File: src/rtl/cpu_pkg.sv
// Shared definitions for the pc sequencer: state encoding, fault causes and
// default vector constants.
package cpu_pkg;

  typedef enum logic [2:0] {
    ST_BOOT,
    ST_FETCH,
    ST_WAIT_ACK,
    ST_EXEC,
    ST_FAULT
  } seq_state_t;

  typedef enum logic [1:0] {
    CAUSE_NONE     = 2'd0,
    CAUSE_TIMEOUT  = 2'd1,
    CAUSE_MISALIGN = 2'd2
  } fault_cause_t;

  localparam logic [31:0] DEFAULT_RESET_VEC = 32'h0000_0000;
  localparam logic [31:0] DEFAULT_FAULT_VEC = 32'h0000_0180;
  localparam int unsigned DEFAULT_TIMEOUT   = 16;
  localparam int unsigned TIMER_W           = 8;

endpackage

File: src/rtl/pc_sequencer_if.sv
// Instruction-memory request/acknowledge handshake between sequencer and memory.
interface pc_sequencer_if;
  logic        seq_imem_req;
  logic [31:0] seq_imem_addr;
  logic        seq_imem_ack;
  logic [31:0] seq_imem_data;

  modport master (
    output seq_imem_req, seq_imem_addr,
    input  seq_imem_ack, seq_imem_data
  );

  modport slave (
    input  seq_imem_req, seq_imem_addr,
    output seq_imem_ack, seq_imem_data
  );
endinterface

File: src/rtl/fetch_timer.sv
// Saturating fetch-wait counter with clear/enable and a terminal-count flag.
module fetch_timer
  import cpu_pkg::*;
#(
  parameter int unsigned TC_VALUE = 14
) (
  input  logic clk,
  input  logic rst_n,
  input  logic clr,
  input  logic en,
  output logic tc
);
  logic [TIMER_W-1:0] count;

  always_ff @(posedge clk or negedge rst_n) begin
    if (!rst_n) begin
      count <= '0;
    end else if (clr) begin
      count <= '0;
    end else if (en && !tc) begin
      count <= count + 1'b1;
    end
  end

  assign tc = (count == TC_VALUE[TIMER_W-1:0]);
endmodule

File: src/rtl/pc_sequencer.sv
// Multicycle fetch/execute controller steering the pc register, the imem
// handshake, instruction latching, retirement counting and fault vectoring.
module pc_sequencer
  import cpu_pkg::*;
#(
  parameter logic [31:0] RESET_VEC = DEFAULT_RESET_VEC,
  parameter logic [31:0] FAULT_VEC = DEFAULT_FAULT_VEC,
  parameter int unsigned TIMEOUT   = DEFAULT_TIMEOUT
) (
  input  logic                  seq_clk,
  input  logic                  seq_rst_n,
  input  logic [31:0]           seq_pc_cur,
  output logic                  seq_pc_write,
  output logic [31:0]           seq_pc_next,
  pc_sequencer_if.master        imem,
  output logic [31:0]           seq_ir,
  output logic                  seq_ir_valid,
  input  logic                  seq_stall,
  input  logic                  seq_ex_done,
  input  logic                  seq_ex_redirect,
  input  logic [31:0]           seq_ex_target,
  output logic                  seq_fault,
  output logic [1:0]            seq_fault_cause,
  output logic [31:0]           seq_retired
);
  seq_state_t   state, state_nxt;
  fault_cause_t cause, new_cause;
  logic         tmr_clr, tmr_en, tmr_tc;
  logic         take_ir, retire, raise_fault;

  // Terminal count sits one below TIMEOUT-1 so FETCH..FAULT spans TIMEOUT cycles.
  fetch_timer #(.TC_VALUE(TIMEOUT - 2)) u_timer (
    .clk   (seq_clk),
    .rst_n (seq_rst_n),
    .clr   (tmr_clr),
    .en    (tmr_en),
    .tc    (tmr_tc)
  );

  assign imem.seq_imem_addr = seq_pc_cur;

  always_comb begin
    state_nxt         = state;
    seq_pc_write      = 1'b1;
    seq_pc_next       = seq_pc_cur;
    imem.seq_imem_req = 1'b0;
    tmr_clr           = 1'b0;
    tmr_en            = 1'b0;
    take_ir           = 1'b0;
    retire            = 1'b0;
    raise_fault       = 1'b0;
    new_cause         = CAUSE_NONE;
    case (state)
      ST_BOOT: begin
        seq_pc_next = RESET_VEC;
        state_nxt   = ST_FETCH;
      end
      ST_FETCH: begin
        imem.seq_imem_req = 1'b1;
        if (!seq_stall) begin
          tmr_clr = 1'b1;
          if (imem.seq_imem_ack) begin
            take_ir   = 1'b1;
            state_nxt = ST_EXEC;
          end else begin
            state_nxt = ST_WAIT_ACK;
          end
        end
      end
      ST_WAIT_ACK: begin
        imem.seq_imem_req = 1'b1;
        if (!seq_stall) begin
          if (imem.seq_imem_ack) begin
            take_ir   = 1'b1;
            state_nxt = ST_EXEC;
          end else if (tmr_tc) begin
            raise_fault = 1'b1;
            new_cause   = CAUSE_TIMEOUT;
            state_nxt   = ST_FAULT;
          end else begin
            tmr_en = 1'b1;
          end
        end
      end
      ST_EXEC: begin
        if (!seq_stall && seq_ex_done) begin
          if (!seq_ex_redirect) begin
            seq_pc_write = 1'b0;
            retire       = 1'b1;
            state_nxt    = ST_FETCH;
          end else if (seq_ex_target[1:0] == 2'b00) begin
            seq_pc_next = seq_ex_target;
            retire      = 1'b1;
            state_nxt   = ST_FETCH;
          end else begin
            raise_fault = 1'b1;
            new_cause   = CAUSE_MISALIGN;
            state_nxt   = ST_FAULT;
          end
        end
      end
      ST_FAULT: begin
        if (!seq_stall) begin
          seq_pc_next = FAULT_VEC;
          state_nxt   = ST_FETCH;
        end
      end
      default: state_nxt = ST_BOOT;
    endcase
  end

  always_ff @(posedge seq_clk or negedge seq_rst_n) begin
    if (!seq_rst_n) state <= ST_BOOT;
    else            state <= state_nxt;
  end

  always_ff @(posedge seq_clk or negedge seq_rst_n) begin
    if (!seq_rst_n) begin
      seq_ir       <= '0;
      seq_ir_valid <= 1'b0;
      seq_fault    <= 1'b0;
      cause        <= CAUSE_NONE;
      seq_retired  <= '0;
    end else begin
      seq_ir_valid <= take_ir;
      if (take_ir) seq_ir <= imem.seq_imem_data;
      if (retire) seq_retired <= seq_retired + 32'd1;
      if (raise_fault) begin
        seq_fault <= 1'b1;
        if (cause == CAUSE_NONE) cause <= new_cause;
      end
    end
  end

  assign seq_fault_cause = cause;
endmodule

File: src/flat_wrapper.sv
// flat-port wrapper written by rule: the top's interface ports become plain ports
module pc_sequencer_flat import cpu_pkg::*;
#(
  parameter logic [31:0] RESET_VEC = DEFAULT_RESET_VEC,
  parameter logic [31:0] FAULT_VEC = DEFAULT_FAULT_VEC,
  parameter int unsigned TIMEOUT   = DEFAULT_TIMEOUT
)
  (seq_clk, seq_rst_n, seq_pc_cur, seq_pc_write, seq_pc_next, seq_ir, seq_ir_valid, seq_stall, seq_ex_done, seq_ex_redirect, seq_ex_target, seq_fault, seq_fault_cause, seq_retired, imem_seq_imem_req, imem_seq_imem_addr, imem_seq_imem_ack, imem_seq_imem_data);
  pc_sequencer_if imem_i ();
  input  logic seq_clk;
  input  logic seq_rst_n;
  input  logic [31:0] seq_pc_cur;
  output logic seq_pc_write;
  output logic [31:0] seq_pc_next;
  output logic [31:0] seq_ir;
  output logic seq_ir_valid;
  input  logic seq_stall;
  input  logic seq_ex_done;
  input  logic seq_ex_redirect;
  input  logic [31:0] seq_ex_target;
  output logic seq_fault;
  output logic [1:0] seq_fault_cause;
  output logic [31:0] seq_retired;
  output wire logic [$bits(imem_i.seq_imem_req)-1:0] imem_seq_imem_req;
  output wire logic [$bits(imem_i.seq_imem_addr)-1:0] imem_seq_imem_addr;
  input wire logic [$bits(imem_i.seq_imem_ack)-1:0] imem_seq_imem_ack;
  input wire logic [$bits(imem_i.seq_imem_data)-1:0] imem_seq_imem_data;
  assign imem_seq_imem_req = imem_i.seq_imem_req;
  assign imem_seq_imem_addr = imem_i.seq_imem_addr;
  assign imem_i.seq_imem_ack = imem_seq_imem_ack;
  assign imem_i.seq_imem_data = imem_seq_imem_data;
  pc_sequencer #(.RESET_VEC(RESET_VEC), .FAULT_VEC(FAULT_VEC), .TIMEOUT(TIMEOUT)) u_core (.seq_clk(seq_clk), .seq_rst_n(seq_rst_n), .seq_pc_cur(seq_pc_cur), .seq_pc_write(seq_pc_write), .seq_pc_next(seq_pc_next), .imem(imem_i), .seq_ir(seq_ir), .seq_ir_valid(seq_ir_valid), .seq_stall(seq_stall), .seq_ex_done(seq_ex_done), .seq_ex_redirect(seq_ex_redirect), .seq_ex_target(seq_ex_target), .seq_fault(seq_fault), .seq_fault_cause(seq_fault_cause), .seq_retired(seq_retired));
endmodule
File: config.mk
export PLATFORM = sky130hd
export DESIGN_NAME = pc_sequencer_flat
export DESIGN_NICKNAME = d
export VERILOG_FILES = /design/src/rtl/cpu_pkg.sv /design/src/rtl/pc_sequencer_if.sv /design/src/rtl/fetch_timer.sv /design/src/rtl/pc_sequencer.sv /design/src/flat_wrapper.sv
export SDC_FILE = /design/constraint.sdc
export NUM_CORES = 1
export LEC_CHECK = 0
export BUFFER_PORTS_ARGS = -buffer_cell sky130_fd_sc_hd__buf_2
export CORE_UTILIZATION = 49
export CTS_CLUSTER_DIAMETER = 100
export DETAILED_ROUTE_END_ITERATION = 8
export MAX_ROUTING_LAYER = met4
export PLACE_DENSITY = 0.87
export SYNTH_ARGS = -nofsm -noshare
export SYNTH_HDL_FRONTEND = slang
export SYNTH_SLANG_ARGS = --single-unit
File: constraint.sdc
create_clock -name seq_clk -period 3.8 [get_ports seq_clk]
set_input_delay 1.14 -clock seq_clk [delete_from_list [all_inputs] [get_ports seq_clk]]
set_output_delay 1.14 -clock seq_clk [all_outputs]
set_load 0.1 [all_outputs]
# Word level (Yosys, flattened, before mapping)
# Index checks and enable logic that the tools add are counted.
# classes
addsub	2
eq_ne	10
mux	48
reduce_logical	11
# ops
op	count
2-to-1 mux 32 bit	4
one-hot mux 32 bit (3 select lines)	1
adder 32 x 1 -> 32 bit, second input constant	1
2-to-1 mux 1 bit	25
2-to-1 mux 3 bit	8
2-to-1 mux 8 bit	2
one-hot mux 3 bit (5 select lines)	1
2-to-1 mux 2 bit	5
adder 8 x 1 -> 8 bit, second input constant	1
== test 8 x 4 -> 1 bit, second input constant	1
== test 3 x 2 -> 1 bit, second input constant	2
!= test 2 bit, second input constant	3
AND reduction 5 bit	1
logical NOT 2 bit	2
one-hot mux 2 bit (2 select lines)	1
== test 3 x 1 -> 1 bit, second input constant	1
== test 3 bit, second input constant	1
logical NOT 3 bit	1
!= test 3 bit, second input constant	1
logical AND 1 bit	2
logical NOT 1 bit	2
!= test 2 x 1 -> 1 bit, second input constant	1
one-hot mux 1 bit (2 select lines)	1
AND reduction 2 bit	1
2 further kinds	2
# totals
ff_bits	79
input_bits	102
output_inout_bits	134
word_cells	78

# Logic depth before layout (Yosys ltp)
# logic_depth
word_depth	8
mapped_depth	7

# By module
# From an unflattened synthesis, not the netlist that was laid out.
# hier_totals
hier_cells	386
area_unflattened_um2	4227.8
# modules_own_cells
module	instances	cells_each	area_per_inst_um2	seq_area_each_um2
pc_sequencer	1	335	3743.6	1776.7
fetch_timer	1	51	484.2	200.2

# Worst setup path before layout
# OpenSTA, ideal clock, no wires.
# synth_timing
path_type	in2out
start	in seq_ex_done
end	out seq_pc_next[10]
arrival_ns	2.786
required_time_ns	2.660
setup_slack_ns	-0.126
cell_stages	6
n_path_buf	2
path_cell_list	and2_0 and4_1 clkbuf_1 o21ai_1 buf_2 a22o_1
# synth_between
elab_chain_len	3
# synth_rtl
element	line_no	text
start, declared	flat_wrapper.sv:18	input logic seq_ex_done;
logical AND 1 bit	pc_sequencer.sv:86	if (!seq_stall && seq_ex_done) begin
2-to-1 mux 32 bit	pc_sequencer.sv:86	
one-hot mux 32 bit (3 select lines)	pc_sequencer.sv:53	case (state)
end, declared	flat_wrapper.sv:14	output logic [31:0] seq_pc_next;
# Every way passes these cells.

# Worst setup path after layout
# layout_timing
start	in seq_stall
end	out seq_pc_next[25]
# layout_between
elab_chain_len	4
word_cells_on_any_way	5
cone_classes	mux: 3; reduce/logical: 2
# layout_rtl
element	line_no	text
start, declared	flat_wrapper.sv:17	input logic seq_stall;
logical NOT 1 bit	--	
logical AND 1 bit	pc_sequencer.sv:86	
2-to-1 mux 32 bit	pc_sequencer.sv:86	
one-hot mux 32 bit (3 select lines) (*)	pc_sequencer.sv:53	
# Every way passes the cells marked *; elsewhere a longest branch is shown, timed or not.

==> metrics <==
status complete, no violations; Clock Path Buffers 2; drc violations 0; Starting Density 0.5140; routed vias/inst 5.433; Final Cycle Share 0.9647; FILL cells slightly below 600; Layout Skew 0.007593 ns; Worst R2R Start u_core.seq_retired[0]; Routed WL 12.23 mm; slew margin rel. 0.3573; Worst Setup End Kind output pin; setup bufs post-CTS 0; clock sinks 79; gr ovfl total 0; CTS clock-pin slew for the worst setup and hold paths about 0.08 ns; post-cts gate resize count 0; I/O Buffers 235; CTS Root Buffer Type clkbuf_8; Tmin final approximately 3.7 ns; Die W between 90 and 100 µm; crit-path max cell delay 0.33 ns; Tightest Hold Check Type flip-flop to flip-flop; number of library cell types mapped by synthesis 50; Mapped Area 4287 µm²; Post-Syn Nets between 400 and 500; Pins Over Slew Limit 0; Ys Warns 0; Final Hold Viols 0; worst-skew pair later-pin latency 0.36 ns; layout cells sized above 1 0.5816; Synth Register Bits 79; Int Power ~2.2 mW; total negative slack 0 ns; Max H-tree Level 3; Logic pwr share 0.662; Critical Setup Path Class primary input to output pin; Required @ worst endpoint about 2.7 ns; setup violators final 0; Lkg Pwr 3.081 nW; Layout area overhead 41.27%; Total GRT Usage 0.2716; Worst Hold Depth 1; CP startpoint kind primary input; Post-synth top flop dfrtp_1; core area 8341 µm²; dpl hpwl 9.443 mm; switching pwr 3.274 mW; sequential share of power 0.222; worst reg2reg path depth 5; CTS tree done; Die ar. 9126 µm²; ant diodes 0; Power per Cell Area 906.0 nW/µm²; First-pass DRT Iterations 4; largest net degree at the start of global routing 80; Cells after Synth 381; R2R setup slack 1.75 ns; Final nets 688; Detail Route Antenna Nets 0; first-pass GRT wire length ~18 mm; sw frac 0.5966; asr flop ratio synth 1.000; vias in the first global route 3623; hold path startpoint u_core.seq_fault; CP Max Fanout 30; CTS buffer count 9; Pwr Total around 5.5 mW; number of max-cap violations 0; number of synthesized flops with an enable pin 0; worst-path cell chain buf_2 > nor3b_2 > and4_1 > o21ai_2 > buf_12 > a22o_2 > buf_12; WP data arrival 2.53 ns; Top cell by count, worst path buf_12; Synth Area per Inst 11.25 µm²; Reg area roughly 2000 µm²; Die Height 95.53 µm; Multi-input gate area 1974 µm²; row count 33; Reg2Reg Capture Point u_core.seq_retired[30]; CTS Hold Bufs 0; WL/cell around 18 µm; io pins roughly 240; RSZ-0062 raised after global routing false; Worst Hold End u_core.seq_fault; Crit-path slowest cell and4_1; GP Congestion 0.8290; total vias in the final route 3765; initial DRC count 187; fmax 0.2728 GHz; initial antenna violation count 0; clock power share 0.116; peak supply drop 0.6053 mV; Worst Tran Pin Value 0.9641 ns; sequential area share after synthesis 0.4612
## synthesized netlist by cell type (2+ instances only)
master	count	area [µm²]
a21oi_1	8	40.04
a221o_1	2	20.02
a22o_1	28	245.2
a31o_2	2	17.52
and2_1	2	12.51
and4_1	7	61.31
buf_2	12	60.06
buf_4	33	247.7
buf_6	2	22.52
clkbuf_1	4	15.01
dfrtp_1	79	1977
ha_1	3	37.54
inv_1	9	33.78
mux2_2	31	349.1
mux2i_1	2	20.02
nand2_1	17	63.81
nand2b_1	3	18.77
nand3_1	18	90.09
nand4_1	10	62.56
nand4_2	3	37.54
nand4b_1	3	26.28
nor2_1	12	45.04
nor3_1	7	35.03
nor4_1	5	31.28
nor4_2	9	112.6
nor4b_4	2	47.55
o21ai_0	4	20.02
o31ai_1	4	30.03
or3_1	3	18.77
or3b_1	2	17.52
or4_1	5	37.54
xnor2_1	12	105.1
xor2_1	21	183.9
## power groups by stage
stage               logic, mW  registers (mW)  clock network [mW]
floorplan                1.40            2.64                   0
global placement         3.59            1.21                   0
detailed placement       3.64            1.23                   0
CTS                      3.64            1.22               0.648
global route             3.73            1.25               0.678
finish                   3.63            1.22               0.637
## critical path, delay by kind of cell
kind,cells,cell delay [ns]
AND/OR/NAND/NOR,2,0.54
buffers and inverters,3,0.47
AO/OA/AOI/OAI,2,0.37
## cell families (layout without fill, tap and decap cells)
logic type / Yosys count / in the layout / synth area share
buf+inv: 60 / 267 / 0.08844
mux: 34 / 34 / 0.08873
flops: 79 / 79 / 0.4612
xor+xnor: 33 / 33 / 0.06743
fa+ha+maj: 3 / 3 / 0.008758
simple gates: 116 / 116 / 0.1845
compound gates: 56 / 56 / 0.1010
## state kept, by name, summed over array words and instances, names as in the netlist
signal                  flops
u_core.seq_ir              32
u_core.u_timer.count        8
u_core.seq_retired         32
u_core.seq_ir_valid         1
u_core.state                3
u_core.seq_fault            1
u_core.seq_fault_cause      2
## layout make-up
| cell class | instances | area share |
|---|---|---|
| clock inverters | 7 | 0.01302 |
| flip-flops and latches | 79 | 0.3264 |
| multi-input cells | 242 | 0.3260 |
| inverters | 9 | 0.005579 |
| well taps | 105 | 0.02169 |
| clock buffers | 9 | 0.02045 |
| repair buffers | 242 | 0.2868 |
## worst max-delay path by stage
stage / start / endpoint / depth (start not counted)
after CTS: seq_stall / seq_pc_next[25] / 7
after global placement: seq_stall / seq_pc_next[25] / 7
after detailed placement: seq_stall / seq_pc_next[25] / 7
after floorplan: seq_ex_done / seq_pc_next[10] / 6
after global routing: seq_stall / seq_pc_next[25] / 7
final: seq_stall / seq_pc_next[25] / 7
## cells in the final DEF, fill, tap and decap left out, drive strengths merged, types with 2 or more instances in the layout
master,Yosys,final
a21oi,8,8
a221o,2,2
a22o,28,28
a31o,2,2
and2,3,3
and3,2,2
and4,7,7
buf,47,242
clkbuf,4,9
clkinvlp,0,3
dfrtp,79,79
ha,3,3
inv,9,11
mux2,32,32
mux2i,2,2
nand2,17,17
nand2b,3,3
nand3,18,18
nand4,13,13
nand4b,3,3
nor2,12,12
nor3,8,8
nor4,14,14
nor4b,2,2
o21ai,5,5
o31ai,4,4
or3,3,3
or3b,2,2
or4,5,5
xnor2,12,12
xor2,21,21
## through the flow
step | worst slack (ns) | hold slack, ns | instances | instance area (µm²) | util
global route | 0.07442 | 0.4984 | 693 | 6056 | 0.7261
finish | 0.1342 | 0.4775 | 693 | 6056 | 0.7261
CTS | 0.1281 | 0.4810 | 693 | 6056 | 0.7261
global placement | 0.1611 | 0.4525 | 677 | 5853 | 0.7018
detailed placement | 0.1332 | 0.4611 | 677 | 5853 | 0.7018
floorplan | 0.1649 | 0.4882 | 381 | 4327 | -
## routing by layer
| layer | routed length, µm | part of all wire | vias up | GRT usage |
|---|---|---|---|---|
| li1 | - | - | 1777 | - |
| met3 | 816 | 0.067 | 17 | 0.06459 |
| met2 | 6315 | 0.52 | 127 | 0.4280 |
| met5 | 0 | 0 | - | - |
| met1 | 4943 | 0.40 | 1844 | 0.3526 |
| met4 | 157 | 0.013 | 0 | 0.07090 |
No activity file was read; power rests on OpenSTA's default activity.
